## src/rtl/inst_fetch_ctrl.sv

```systemverilog
// Instruction fetch sequencer: owns the PC, reads the single-cycle ROM and
// holds the fetched word in an IF/ID register with a valid/ready handshake.
`timescale 1ns/1ps
module inst_fetch_ctrl #(
  parameter logic [31:0] RESET_PC  = 32'h0000_0000,
  parameter int          MEM_WORDS = 32
) (
  input  logic        clk,
  input  logic        rst,
  input  logic        start,
  input  logic        br_taken,
  input  logic [31:0] br_target,
  input  logic        id_ready,
  output logic [31:0] mem_addr,
  input  logic [31:0] mem_inst,
  output logic        if_valid,
  output logic [31:0] if_inst,
  output logic [31:0] if_pc,
  output logic        busy,
  output logic        done,
  output logic [15:0] fetch_cnt
);

  localparam logic [31:0] PC_LIMIT = 32'(MEM_WORDS * 4);

  typedef enum logic [1:0] {
    S_IDLE = 2'd0,
    S_RUN  = 2'd1,
    S_DONE = 2'd2
  } state_t;

  state_t      r_state;
  logic [31:0] r_pc;
  logic        r_if_valid;
  logic [31:0] r_if_inst;
  logic [31:0] r_if_pc;
  logic [15:0] r_fetch_cnt;

  state_t      w_nxt_state;
  logic [31:0] w_nxt_pc;
  logic        w_nxt_valid;
  logic [31:0] w_nxt_inst;
  logic [31:0] w_nxt_if_pc;
  logic [15:0] w_nxt_cnt;
  logic        w_slot_free;
  logic        w_in_range;
  logic [31:0] w_br_pc;

  assign w_slot_free = !r_if_valid || id_ready;
  assign w_in_range  = (r_pc < PC_LIMIT);
  assign w_br_pc     = br_target & 32'hFFFF_FFFC;

  always_comb begin
    w_nxt_state = r_state;
    w_nxt_pc    = r_pc;
    w_nxt_valid = r_if_valid;
    w_nxt_inst  = r_if_inst;
    w_nxt_if_pc = r_if_pc;
    w_nxt_cnt   = r_fetch_cnt;
    case (r_state)
      S_IDLE: begin
        if (start) w_nxt_state = S_RUN;
      end
      S_RUN: begin
        // Redirect wins over everything, including a stalled word in the slot.
        if (br_taken) begin
          w_nxt_pc    = w_br_pc;
          w_nxt_valid = 1'b0;
        end else if (w_slot_free) begin
          if (!w_in_range) begin
            w_nxt_state = S_DONE;
            w_nxt_valid = 1'b0;
          end else begin
            w_nxt_inst  = mem_inst;
            w_nxt_if_pc = r_pc;
            w_nxt_valid = 1'b1;
            w_nxt_pc    = r_pc + 32'd4;
            w_nxt_cnt   = (r_fetch_cnt == 16'hFFFF) ? r_fetch_cnt : r_fetch_cnt + 16'd1;
          end
        end
      end
      S_DONE: begin
        w_nxt_valid = 1'b0;
        if (start) begin
          w_nxt_state = S_RUN;
          w_nxt_pc    = RESET_PC;
          w_nxt_cnt   = 16'd0;
        end
      end
      default: w_nxt_state = S_IDLE;
    endcase
  end

  always_ff @(posedge clk) begin
    if (rst) begin
      r_state     <= S_IDLE;
      r_pc        <= RESET_PC;
      r_if_valid  <= 1'b0;
      r_if_inst   <= 32'd0;
      r_if_pc     <= 32'd0;
      r_fetch_cnt <= 16'd0;
    end else begin
      r_state     <= w_nxt_state;
      r_pc        <= w_nxt_pc;
      r_if_valid  <= w_nxt_valid;
      r_if_inst   <= w_nxt_inst;
      r_if_pc     <= w_nxt_if_pc;
      r_fetch_cnt <= w_nxt_cnt;
    end
  end

  assign mem_addr  = r_pc;
  assign if_valid  = r_if_valid;
  assign if_inst   = r_if_inst;
  assign if_pc     = r_if_pc;
  assign busy      = (r_state == S_RUN);
  assign done      = (r_state == S_DONE);
  assign fetch_cnt = r_fetch_cnt;

endmodule

```

## config.mk

```make
export PLATFORM = sky130hd
export DESIGN_NAME = inst_fetch_ctrl
export DESIGN_NICKNAME = d
export VERILOG_FILES = /design/src/rtl/inst_fetch_ctrl.sv
export SDC_FILE = /design/constraint.sdc
export NUM_CORES = 1
export LEC_CHECK = 0
export CELL_PAD_IN_SITES_DETAIL_PLACEMENT = 1
export CELL_PAD_IN_SITES_GLOBAL_PLACEMENT = 1
export CORE_UTILIZATION = 34
export CTS_CLUSTER_DIAMETER = 80
export CTS_CLUSTER_SIZE = 20
export DETAILED_ROUTE_END_ITERATION = 10
export GPL_TIMING_DRIVEN = 0
export PLACE_DENSITY = 0.95
export REMOVE_ABC_BUFFERS = 1
export SYNTH_ARGS = -nofsm -noshare
export SYNTH_HDL_FRONTEND = slang
export SYNTH_SLANG_ARGS = --single-unit
```

## constraint.sdc

```tcl
create_clock -name clk -period 3.7 [get_ports clk]
set_input_delay 0.74 -clock clk [delete_from_list [all_inputs] [get_ports clk]]
set_output_delay 0.74 -clock clk [all_outputs]
set_load 0.05 [all_outputs]
```

==> results of run 1 <==
through the flow:
step	hold slack (ns)	util (%)	TNS (ns)	instances	power [mW]
final	0.4577	50.71	0	953	4.451
after global routing	0.4743	50.71	0	953	4.690
after CTS	0.4591	50.68	0	953	4.473
after detailed placement	0.4475	48.54	0	937	3.453
after global placement	0.4413	48.27	-182.39	935	3.395
after floorplan	0.5115	-	0	578	2.722
cell families after synthesis:
logic type / share of synthesized area (%)
AO/OA/AOI/OAI: 21.00
AND/OR/NAND/NOR: 26.75
other: 0.07493
multiplexers: 0.4250
flip-flops: 44.40
XOR/XNOR: 0.6999
adder cells (fa/ha/maj): 1.500
buffers and inverters: 5.150
power by group through the flow:
stage / logic, mW / clock network, mW / registers (mW)
3_3_place_gp: 1.86 / 0 / 1.54
2_1_floorplan: 0.777 / 0 / 1.95
4_1_cts: 1.92 / 1.04 / 1.52
3_5_place_dp: 1.90 / 0 / 1.55
5_1_grt: 2.05 / 1.08 / 1.55
6_report: 1.91 / 1.01 / 1.52
layer usage:
metal / GRT usage [%] / part of all wire (%) / vias to the layer above
met4: 6.325 / 1.5 / 0
met5: 0 / 0 / -
li1: - / - / 2533
met1: 26.79 / 43 / 2524
met2: 39.84 / 49 / 162
met3: 5.858 / 6.9 / 18
state kept, by name, indices dropped and copies added (netlist names):
signal / cells
if_inst: 32
if_pc: 30
mem_addr: 30
fetch_cnt: 16
r_state: 2
if_valid: 1
worst paths after layout:
check / to / cells after the start / slack [ns] / startpoint
worst min register to register: if_inst[15] / 2 / 0.46 / if_inst[15]
worst max register to register: fetch_cnt[2] / 8 / 0.55 / r_state[0]
worst min-delay path: if_inst[15] / 2 / 0.46 / if_inst[15]
worst max-delay path: done / 3 / 0.52 / r_state[0]
critical path, stage by stage, from the launching register on:
cell	delay [ns]
dfxtp_1	0.33
inv_1	0.09
ha_1	0.70
clkdlybuf4s50_1	0.94
final cells by class:
| cell class | instances | area, µm² | share of cell area, % |
|---|---|---|---|
| tap | 180 | 225.2 | 3.151 |
| sequential | 111 | 2222 | 31.09 |
| timing repair buffer | 179 | 1804 | 25.24 |
| inverter | 13 | 48.80 | 0.6827 |
| clock buffer | 9 | 225.2 | 3.151 |
| clock inverter | 7 | 77.57 | 1.085 |
| multi-input combinational | 454 | 2545 | 35.60 |
synthesized netlist by cell type (2+ instances only):
cell,count,area (µm²)
o41ai_1,3,26.28
or2_2,4,25.02
and3_1,33,206.5
nor3_1,10,50.05
nor3b_1,4,30.03
o21ai_0,23,115.1
a22oi_1,3,22.52
o32ai_1,7,61.31
a21oi_1,92,460.4
nand3_1,19,95.09
buf_2,8,40.04
o22ai_1,8,50.05
nand4_1,11,68.82
o22ai_2,4,50.05
or4_1,4,30.03
nand3b_1,3,22.52
a2111oi_0,2,17.52
buf_4,4,30.03
dfxtp_1,111,2222
nor2_1,35,131.4
o2bb2ai_1,12,105.1
and2_1,9,56.30
nand2_1,100,375.4
clkbuf_1,34,127.6
and4_1,9,78.83
inv_1,13,48.80
o21a_1,3,22.52
or4_4,2,22.52
o211ai_1,2,15.01
o211a_1,2,20.02
nand2b_1,4,25.02
nor4_1,15,93.84
xor2_1,4,35.03
a31oi_1,8,50.05
ha_1,6,75.07
==> run summary, run 1 <==
Status = finished, final reports clean
CP Launch Type = flop
Final Critical Period = 3.176 ns
Sw Share = 45.10%
Nets@finish = 843
Largest net degree at the start of global routing = 82
DRT iter0 DRCs = 184
Routed Antenna Nets = 0
H-tree depth = 3
P_sw = 2.007 mW
Maximum vdd ir drop = 0.0003906 V
Netlist Area Pre-Place = 5005 µm²
Row cnt = 43
Final setup vio count = 0
Post-DR vias/cell = 5.495
CP Class = reg -> out
Worst-path fanout max = 21
Number of I/O port buffers = 177
Tcrit/Tclk final = 85.84%
Fillcell total = 1683
Via count = 5237
Clock transition at path regs = 0.08 ns
Postcts setup bufs = 0
Number of synthesized register bits = 111
Combinational Power Share = 43.0%
Post-Synthesis Cells = 622
Total Die Area = 15210 µm²
WL/cell = 18.03 µm
GPL Wtd Cong = 0.8006
Critical Path RT = 2.96 ns
Max-slew headroom = 36.99%
Final hold vios = 0
CTS tree = done
Clk pwr share = 22.8%
Worst-Margin Slew = 0.9452 ns
Yosys warnings = 0
Vias in the first global route = 5090
Antenna violations before repair = 0
Total Wirelength = 17190 µm
# IOs = 184
Leakage = 2.520 nW
Fmax = 314.9 MHz
HP Class = reg -> reg
Die H = 123.3 µm
GRT Total Usage = 22.57%
Max-cap violations = 0
Area Overhead vs Synth = 42.83%
Share of cells above drive strength 1 = 4.657%
Final Max Tran Viols = 0
Most used DFF post-synth = dfxtp_1
Worst setup EP type = output pin
Most frequent cells in the layout = clkdlybuf4s50_1 (175), dfxtp_1 (111), nand2_1 (100), a21oi_1 (92), nor2_1 (34)
TritonCTS Sinks = 111
PwrDens = 622.7 nW/µm²
Synth cell types = 46
Post-Route Skew = 0.008988 ns
Starting density of the core = 35.51%
Final worst slack = 0.5240 ns
Setup WS pre-CTS = 0.3646 ns
CTS root buffer = clkbuf_16
Post-synth EDFFs = 0
Seq pwr share = 34.2%
Finished Cell Area = 7148 µm²
Async SR Flop Fraction = 0%
Most common cell after layout, fill and taps aside = clkdlybuf4s50_1
Syn avg cell area = 8.046 µm²
First-pass GRT wire length = 26590 µm
Pint = 2.444 mW
Hold-fix buffers, CTS = 0
DRT Pass-1 Iters = 4
RSZ-0062 raised after global routing = no
Clk_lat worst skew = 0.36 ns
Die W = 123.3 µm
CTS max path bufs = 2
Post-CTS Resized = 0
Residual DRC = 0
GRT overflow = 0
Core area = 14100 µm²
Total clock buffers created by CTS = 9
Inserted Diodes = 0
Register area share after synthesis = 44.40%
Post-detail-place hpwl = 12010 µm
Crit path DAT = 2.44 ns
Dpl cell area = 6842 µm²
Note: power is estimated with default switching activity, not from simulation.
==> run 2: changes to the inputs <==
--- a/config.mk
+++ b/config.mk
@@ -5,13 +5,10 @@
 export SDC_FILE = /design/constraint.sdc
 export NUM_CORES = 1
 export LEC_CHECK = 0
-export CELL_PAD_IN_SITES_DETAIL_PLACEMENT = 1
-export CELL_PAD_IN_SITES_GLOBAL_PLACEMENT = 1
-export CORE_UTILIZATION = 34
+export CORE_UTILIZATION = 48
 export CTS_CLUSTER_DIAMETER = 80
 export CTS_CLUSTER_SIZE = 20
 export DETAILED_ROUTE_END_ITERATION = 10
-export GPL_TIMING_DRIVEN = 0
 export PLACE_DENSITY = 0.95
 export REMOVE_ABC_BUFFERS = 1
 export SYNTH_ARGS = -nofsm -noshare
==> constraint.sdc (replaced) <==
create_clock -name clk -period 3.7 [get_ports clk]
set_input_delay 0.74 -clock clk [delete_from_list [all_inputs] [get_ports clk]]
set_output_delay 0.74 -clock clk [all_outputs]
set_load 0.1 [all_outputs]
==> run 2 against run 1 <==
  * Total power up 5.5%
  * Setup slack better by 0.14 ns
  * Wire length down 12%
  * Critical path depth up 3
  * Combinational power up 27%
  * Clock power down 25%
  * Cell area down 2.1%
  * Clock skew up 0.0065 ns
  * Utilization up 20 points
  * Count of clock-buffer cells in the layout unchanged
  * Critical path type is now reg -> reg
  * Largest power group unchanged
==> run summary, run 2 (synthesis results as in run 1) <==
Status = finished, final reports clean (unchanged)
Clk_lat worst skew = 0.37 ns (was 0.36 ns)
Antenna violations before repair = 0 (unchanged)
Worst setup EP type = flop (was output pin)
Total Die Area = 10840 µm² (was 15210 µm²)
Post-DR vias/cell = 5.885 (was 5.495)
H-tree depth = 3 (unchanged)
Inserted Diodes = 0 (unchanged)
Tcrit/Tclk final = 81.99% (was 85.84%)
Fmax = 329.6 MHz (was 314.9 MHz)
CP delay by family, top = simple AND/OR/NAND/NOR gates (was buffers and inverters)
Min-delay src = if_pc[6] (was if_inst[15])
HP Class = reg -> reg (unchanged)
DRT Pass-1 Iters = 6 (was 4)
Final setup vio count = 0 (unchanged)
Die W = 104.1 µm (was 123.3 µm)
Crit Reg-Reg Endpoint = mem_addr[4] (was fetch_cnt[2])
Share of cells above drive strength 1 = 5.520% (was 4.657%)
Clock transition at path regs = 0.11 ns (was 0.08 ns)
Placed insts = 896 (was 937)
Residual DRC = 0 (unchanged)
R2R Path Start = mem_addr[22] (was r_state[0])
WL/cell = 16.66 µm (was 18.03 µm)
Critical Path RT = 3.98 ns (was 2.96 ns)
Total clock buffers created by CTS = 9 (unchanged)
Final Power = 4.696 mW (was 4.451 mW)
Vias in the first global route = 5166 (was 5090)
Worst-path fanout max = 21 (unchanged)
PwrDens = 671.3 nW/µm² (was 622.7 nW/µm²)
Row cnt = 36 (was 43)
Max reg flops = 32 (unchanged)
Fin Hold WS = 0.4616 ns (was 0.4577 ns)
Crit-path cells = or4_1 > nor4_2 > a21oi_1 > nor2_1 > nand2_1 > o21ai_0 (was inv_1 > ha_1 > clkdlybuf4s50_1)
Final TNS setup = 0 ns (unchanged)
Critical Path Max Stage Delay = 0.63 ns (was 0.94 ns)
Via count = 5367 (was 5237)
Maximum vdd ir drop = 0.0004034 V (was 0.0003906 V)
Post-CTS Resized = 0 (unchanged)
CP Buf/Inv Count = 0 (was 2)
Most common cell after layout, fill and taps aside = clkdlybuf4s50_1 (unchanged)
CP max-delay cell = nand2_1 (was clkdlybuf4s50_1)
GRT overflow = 0 (unchanged)
Hold-fix buffers, CTS = 0 (unchanged)
CTS max path bufs = 2 (unchanged)
Leakage = 2.495 nW (was 2.520 nW)
R2R Setup Slk = 0.67 ns (was 0.55 ns)
CTS root buffer = clkbuf_8 (was clkbuf_16)
TritonCTS Sinks = 111 (unchanged)
Max-slew headroom = 31.82% (was 36.99%)
Total Wirelength = 15200 µm (was 17190 µm)
Core area = 9955 µm² (was 14100 µm²)
GRT Total Usage = 27.92% (was 22.57%)
Die H = 104.1 µm (was 123.3 µm)
Hold Path End = if_pc[6] (was if_inst[15])
Post-detail-place hpwl = 10750 µm (was 12010 µm)
CP Class = reg -> reg (was reg -> out)
Post-Route Skew = 0.01549 ns (was 0.008988 ns)
# IOs = 184 (unchanged)
Routed Antenna Nets = 0 (unchanged)
Final hold vios = 0 (unchanged)
RSZ-0062 raised after global routing = no (unchanged)
Most frequent cells in the layout = clkdlybuf4s50_1 (172), dfxtp_1 (111), nand2_1 (100), a21oi_1 (92), nor2_1 (35) (was clkdlybuf4s50_1 (175), dfxtp_1 (111), nand2_1 (100), a21oi_1 (92), nor2_1 (34))
DRT iter0 DRCs = 421 (was 184)
Postcts setup bufs = 0 (unchanged)
Starting density of the core = 50.28% (was 35.51%)
CP startpoint = mem_addr[22] (was r_state[0])
Final Max Tran Viols = 0 (unchanged)
Number of I/O port buffers = 177 (unchanged)
Final Critical Period = 3.034 ns (was 3.176 ns)
Largest net degree at the start of global routing = 65 (was 82)
CTS tree = done (unchanged)
CP Launch Type = flop (unchanged)
GPL Wtd Cong = 0.9121 (was 0.8006)
Area Overhead vs Synth = 39.78% (was 42.83%)
Max-cap violations = 0 (unchanged)
Cells on worst reg2reg path = 6 (was 8)
First-pass GRT wire length = 24900 µm (was 26590 µm)
WHS Path Cells = 2 (unchanged)
Worst-Margin Slew = 1.020 ns (was 0.9452 ns)
Non-Filler Instances = 912 (was 953)
Nets@finish = 849 (was 843)
Crit path DAT = 3.31 ns (was 2.44 ns)
==> run 2: cell count changes in the layout (fill, tap and decap cells not counted), moves of 2 or more <==
cell | previous run | this run
buf_12 | 2 | 0
buf_4 | 1 | 11
clkbuf_16 | 9 | 0
clkbuf_8 | 0 | 9
clkdlybuf4s50_1 | 175 | 172
inv_8 | 4 | 1
==> run 2: worst reg2reg max path, cell delays in order, from the launching register on <==
cell and delay, ns:
dfxtp_1 0.40, or4_1 0.62, nor4_2 0.28, a21oi_1 0.16, nor2_1 0.49, nand2_1 0.63
o21ai_0 0.38
==> run 2: power breakdown <==
group	switching, mW	total [mW]	internal [mW]
sequential	0.183	1.52	1.34
clock	0.431	0.753	0.322
combinational	1.80	2.42	0.627
==> run 2: layout make-up <==
type                            instances  area [µm²]
Clock inverter                          7       78.83
Multi-Input combinational cell        454        2541
Sequential cell                       111        2222
Tap cell                              133       166.4
Fill cell                             755        2959
Timing Repair Buffer                  185        1814
Inverter                               13       48.80
Clock buffer                            9       123.9
==> run 2: worst max-delay path by stage <==
stage | to | slack, ns | depth (start not counted)
after global placement | fetch_cnt[8] | 0.61 | 7
after CTS | mem_addr[4] | 0.76 | 6
after global routing | mem_addr[8] | 0.55 | 6
after detailed placement | fetch_cnt[8] | 0.54 | 7
final | mem_addr[4] | 0.67 | 6
after floorplan | if_pc[10] | 0.30 | 4
==> run 2: layer usage <==
layer	track usage [%]	part of all wire [%]
met1	35.11	41
met2	47.29	50
met3	4.449	7.8
met4	12.04	2.0
met5	0	0
==> run 2: per-stage QoR <==
step,setup slack (ns),instance area [µm²],utilization [%]
after global routing,0.5501,6995,70.27
after detailed placement,0.5373,6793,68.24
after global placement,0.6118,6793,68.24
after CTS,0.7552,6995,70.27
final,0.6663,6995,70.27
after floorplan,0.2952,4807,-
==> run 3: changes to the inputs <==
--- a/config.mk
+++ b/config.mk
@@ -5,11 +5,11 @@
 export SDC_FILE = /design/constraint.sdc
 export NUM_CORES = 1
 export LEC_CHECK = 0
-export CORE_UTILIZATION = 48
+export CORE_UTILIZATION = 40
 export CTS_CLUSTER_DIAMETER = 80
 export CTS_CLUSTER_SIZE = 20
 export DETAILED_ROUTE_END_ITERATION = 10
-export PLACE_DENSITY = 0.95
+export PLACE_DENSITY = 0.87
 export REMOVE_ABC_BUFFERS = 1
 export SYNTH_ARGS = -nofsm -noshare
 export SYNTH_HDL_FRONTEND = slang
==> constraint.sdc (replaced) <==
create_clock -name clk -period 2.6 [get_ports clk]
set_input_delay 0.52 -clock clk [delete_from_list [all_inputs] [get_ports clk]]
set_output_delay 0.52 -clock clk [all_outputs]
set_load 0.1 [all_outputs]
==> run 3 against run 2 <==
  * Global-route usage shrank 5.1 points
  * Largest power group unchanged
  * Flip-flop and latch count is the same
  * Critical path type unchanged
  * First-iteration DRC count grew 5.2%
  * Sequential share of layout area shrank 0.41 points
==> run summary, run 3 (synthesis results as in run 1) <==
Antenna violations before repair = 0 (unchanged)
Fillcell total = 1133 (was 755)
CP Launch Type = flop (unchanged)
RSZ-0062 raised after global routing = no (unchanged)
Final Critical Period = 2.450 ns (was 3.034 ns)
Max reg flops = 32 (unchanged)
Min-delay src = if_inst[16] (was if_pc[6])
R2R Path Start = r_state[1] (was mem_addr[22])
Most common cell after layout, fill and taps aside = buf_4 (was clkdlybuf4s50_1)
PwrDens = 1013 nW/µm² (was 671.3 nW/µm²)
Nets@finish = 870 (was 849)
WL/cell = 15.14 µm (was 16.66 µm)
CTS root buffer = clkbuf_16 (was clkbuf_8)
Finished Cell Area = 7087 µm² (was 6995 µm²)
Row cnt = 40 (was 36)
DRT Pass-1 Iters = 5 (was 6)
Routed Antenna Nets = 0 (unchanged)
Maximum vdd ir drop = 0.0006066 V (was 0.0004034 V)
Vias in the first global route = 4658 (was 5166)
Hold-fix buffers, CTS = 0 (unchanged)
First-pass GRT wire length = 23470 µm (was 24900 µm)
Clk_lat worst skew = 0.36 ns (was 0.37 ns)
Largest net degree at the start of global routing = 81 (was 65)
Final setup vio count = 0 (unchanged)
Starting density of the core = 41.32% (was 50.28%)
Worst-Margin Slew = 0.4992 ns (was 1.020 ns)
Via count = 5247 (was 5367)
Critical Path Max Stage Delay = 0.48 ns (was 0.63 ns)
Fmax = 408.2 MHz (was 329.6 MHz)
Total Wirelength = 14650 µm (was 15200 µm)
TritonCTS Sinks = 111 (unchanged)
Core area = 12110 µm² (was 9955 µm²)
Inserted Diodes = 0 (unchanged)
GRT Total Usage = 22.77% (was 27.92%)
Crit-path cells = inv_1 > ha_1 > nand2b_1 > a2111oi_1 > nand4_1 > and2_1 > or4_1 > a21oi_1 (was or4_1 > nor4_2 > a21oi_1 > nor2_1 > nand2_1 > o21ai_0)
CTS tree = done (unchanged)
Total clock buffers created by CTS = 9 (unchanged)
CTS max path bufs = 2 (unchanged)
Number of I/O port buffers = 177 (unchanged)
HP Class = reg -> reg (unchanged)
Area Overhead vs Synth = 41.60% (was 39.78%)
Most frequent cells in the layout = buf_4 (136), dfxtp_1 (111), nand2_1 (100), a21oi_1 (92), clkdlybuf4s50_1 (64) (was clkdlybuf4s50_1 (172), dfxtp_1 (111), nand2_1 (100), a21oi_1 (92), nor2_1 (35))
Util after Layout = 58.51% (was 70.27%)
Post-DR vias/cell = 5.420 (was 5.885)
Worst setup EP type = flop (unchanged)
GPL Wtd Cong = 0.8164 (was 0.9121)
Final Max Tran Viols = 0 (unchanged)
Die H = 113.9 µm (was 104.1 µm)
Total Die Area = 12960 µm² (was 10840 µm²)
# IOs = 184 (unchanged)
Status = finished, final reports clean (unchanged)
Final hold vios = 0 (unchanged)
Critical Path RT = 2.88 ns (was 3.98 ns)
DRT iter0 DRCs = 443 (was 421)
CP startpoint = r_state[1] (was mem_addr[22])
Tcrit/Tclk final = 94.22% (was 81.99%)
Post-detail-place hpwl = 10110 µm (was 10750 µm)
Share of cells above drive strength 1 = 21.50% (was 5.520%)
Post-Route Skew = 0.009843 ns (was 0.01549 ns)
GRT overflow = 0 (unchanged)
Max-slew headroom = 66.41% (was 31.82%)
CP Class = reg -> reg (unchanged)
Residual DRC = 0 (unchanged)
Crit path DAT = 2.73 ns (was 3.31 ns)
Clock transition at path regs = 0.07 ns (was 0.11 ns)
Die W = 113.9 µm (was 104.1 µm)
Worst-path fanout max = 4 (was 21)
Fin Hold WS = 0.4572 ns (was 0.4616 ns)
CP max-delay cell = or4_1 (was nand2_1)
H-tree depth = 3 (unchanged)
Leakage = 2.891 nW (was 2.495 nW)
Dpl cell area = 6766 µm² (was 6793 µm²)
Max-cap violations = 0 (unchanged)
[run 3: changes by cell type in the layout (fill, tap and decap cells not counted), moves of 2 or more]
cell / change
buf_4: +125
clkdlybuf4s50_1: -108
clkbuf_16: +9
clkbuf_8: -9
buf_12: +4
a2111oi_0: -2
a2111oi_1: +2
clkinvlp_4: -2
inv_6: +2
[run 3: path summary, 6_finish.rpt]
check	end	cells after the start	slack (ns)
setup / recovery	fetch_cnt[8]	8	0.15
hold / removal	if_inst[16]	2	0.46
setup reg to reg	fetch_cnt[8]	8	0.15
hold reg to reg	if_inst[16]	2	0.46
[run 3: report_power, final]
| group | internal, mW | switching (mW) |
|---|---|---|
| Combinational | 0.997 | 2.62 |
| Clock | 0.770 | 0.669 |
| Sequential | 1.90 | 0.227 |
[run 3: final cells by class]
class                      count  area, µm²  share of cell area, %
multi-input combinational    454       2544                  35.89
sequential                   111       2222                  31.36
timing repair buffer         206       1752                  24.72
clock buffer                   9      225.2                  3.178
tap                          168      210.2                  2.966
clock inverter                 7      85.08                  1.201
inverter                      13      48.80                 0.6886
[run 3: what timing repair did]
action / 4_1_cts / 5_1_grt
buffers inserted: 0 / 1
endpoints found under the setup margin: 0 / 3
resized for setup: 0 / 2
[run 3: stage by stage]
| stage | setup WS, ns | power, mW | setup TNS, ns | std cells |
|---|---|---|---|---|
| after detailed placement | -0.07060 | 5.744 | -0.2010 | 951 |
| after global placement | 0.04290 | 5.709 | 0 | 951 |
| after floorplan | -0.8048 | 4.626 | -51.72 | 578 |
| after CTS | 0.1218 | 7.187 | 0 | 967 |
| final | 0.1502 | 7.178 | 0 | 968 |
| after global routing | 0.0005549 | 7.550 | 0 | 968 |
[run 3: layer usage]
layer	routed length [µm]	vias to the layer above	global-route usage [%]	share of wire (%)
li1	-	2578	-	-
met1	6485	2409	30.32	44
met2	6728	230	35.98	46
met3	1079	30	5.207	7.4
met4	360	0	8.571	2.5
met5	0	-	0	0
[run 3: critical path: cells and delay by family, from the launching register on]
family	cells	cell delay, ns
compound gates	2	0.50
fa+ha+maj	1	0.34
buf+inv	1	0.08
flops	1	0.39
simple gates	4	1.06
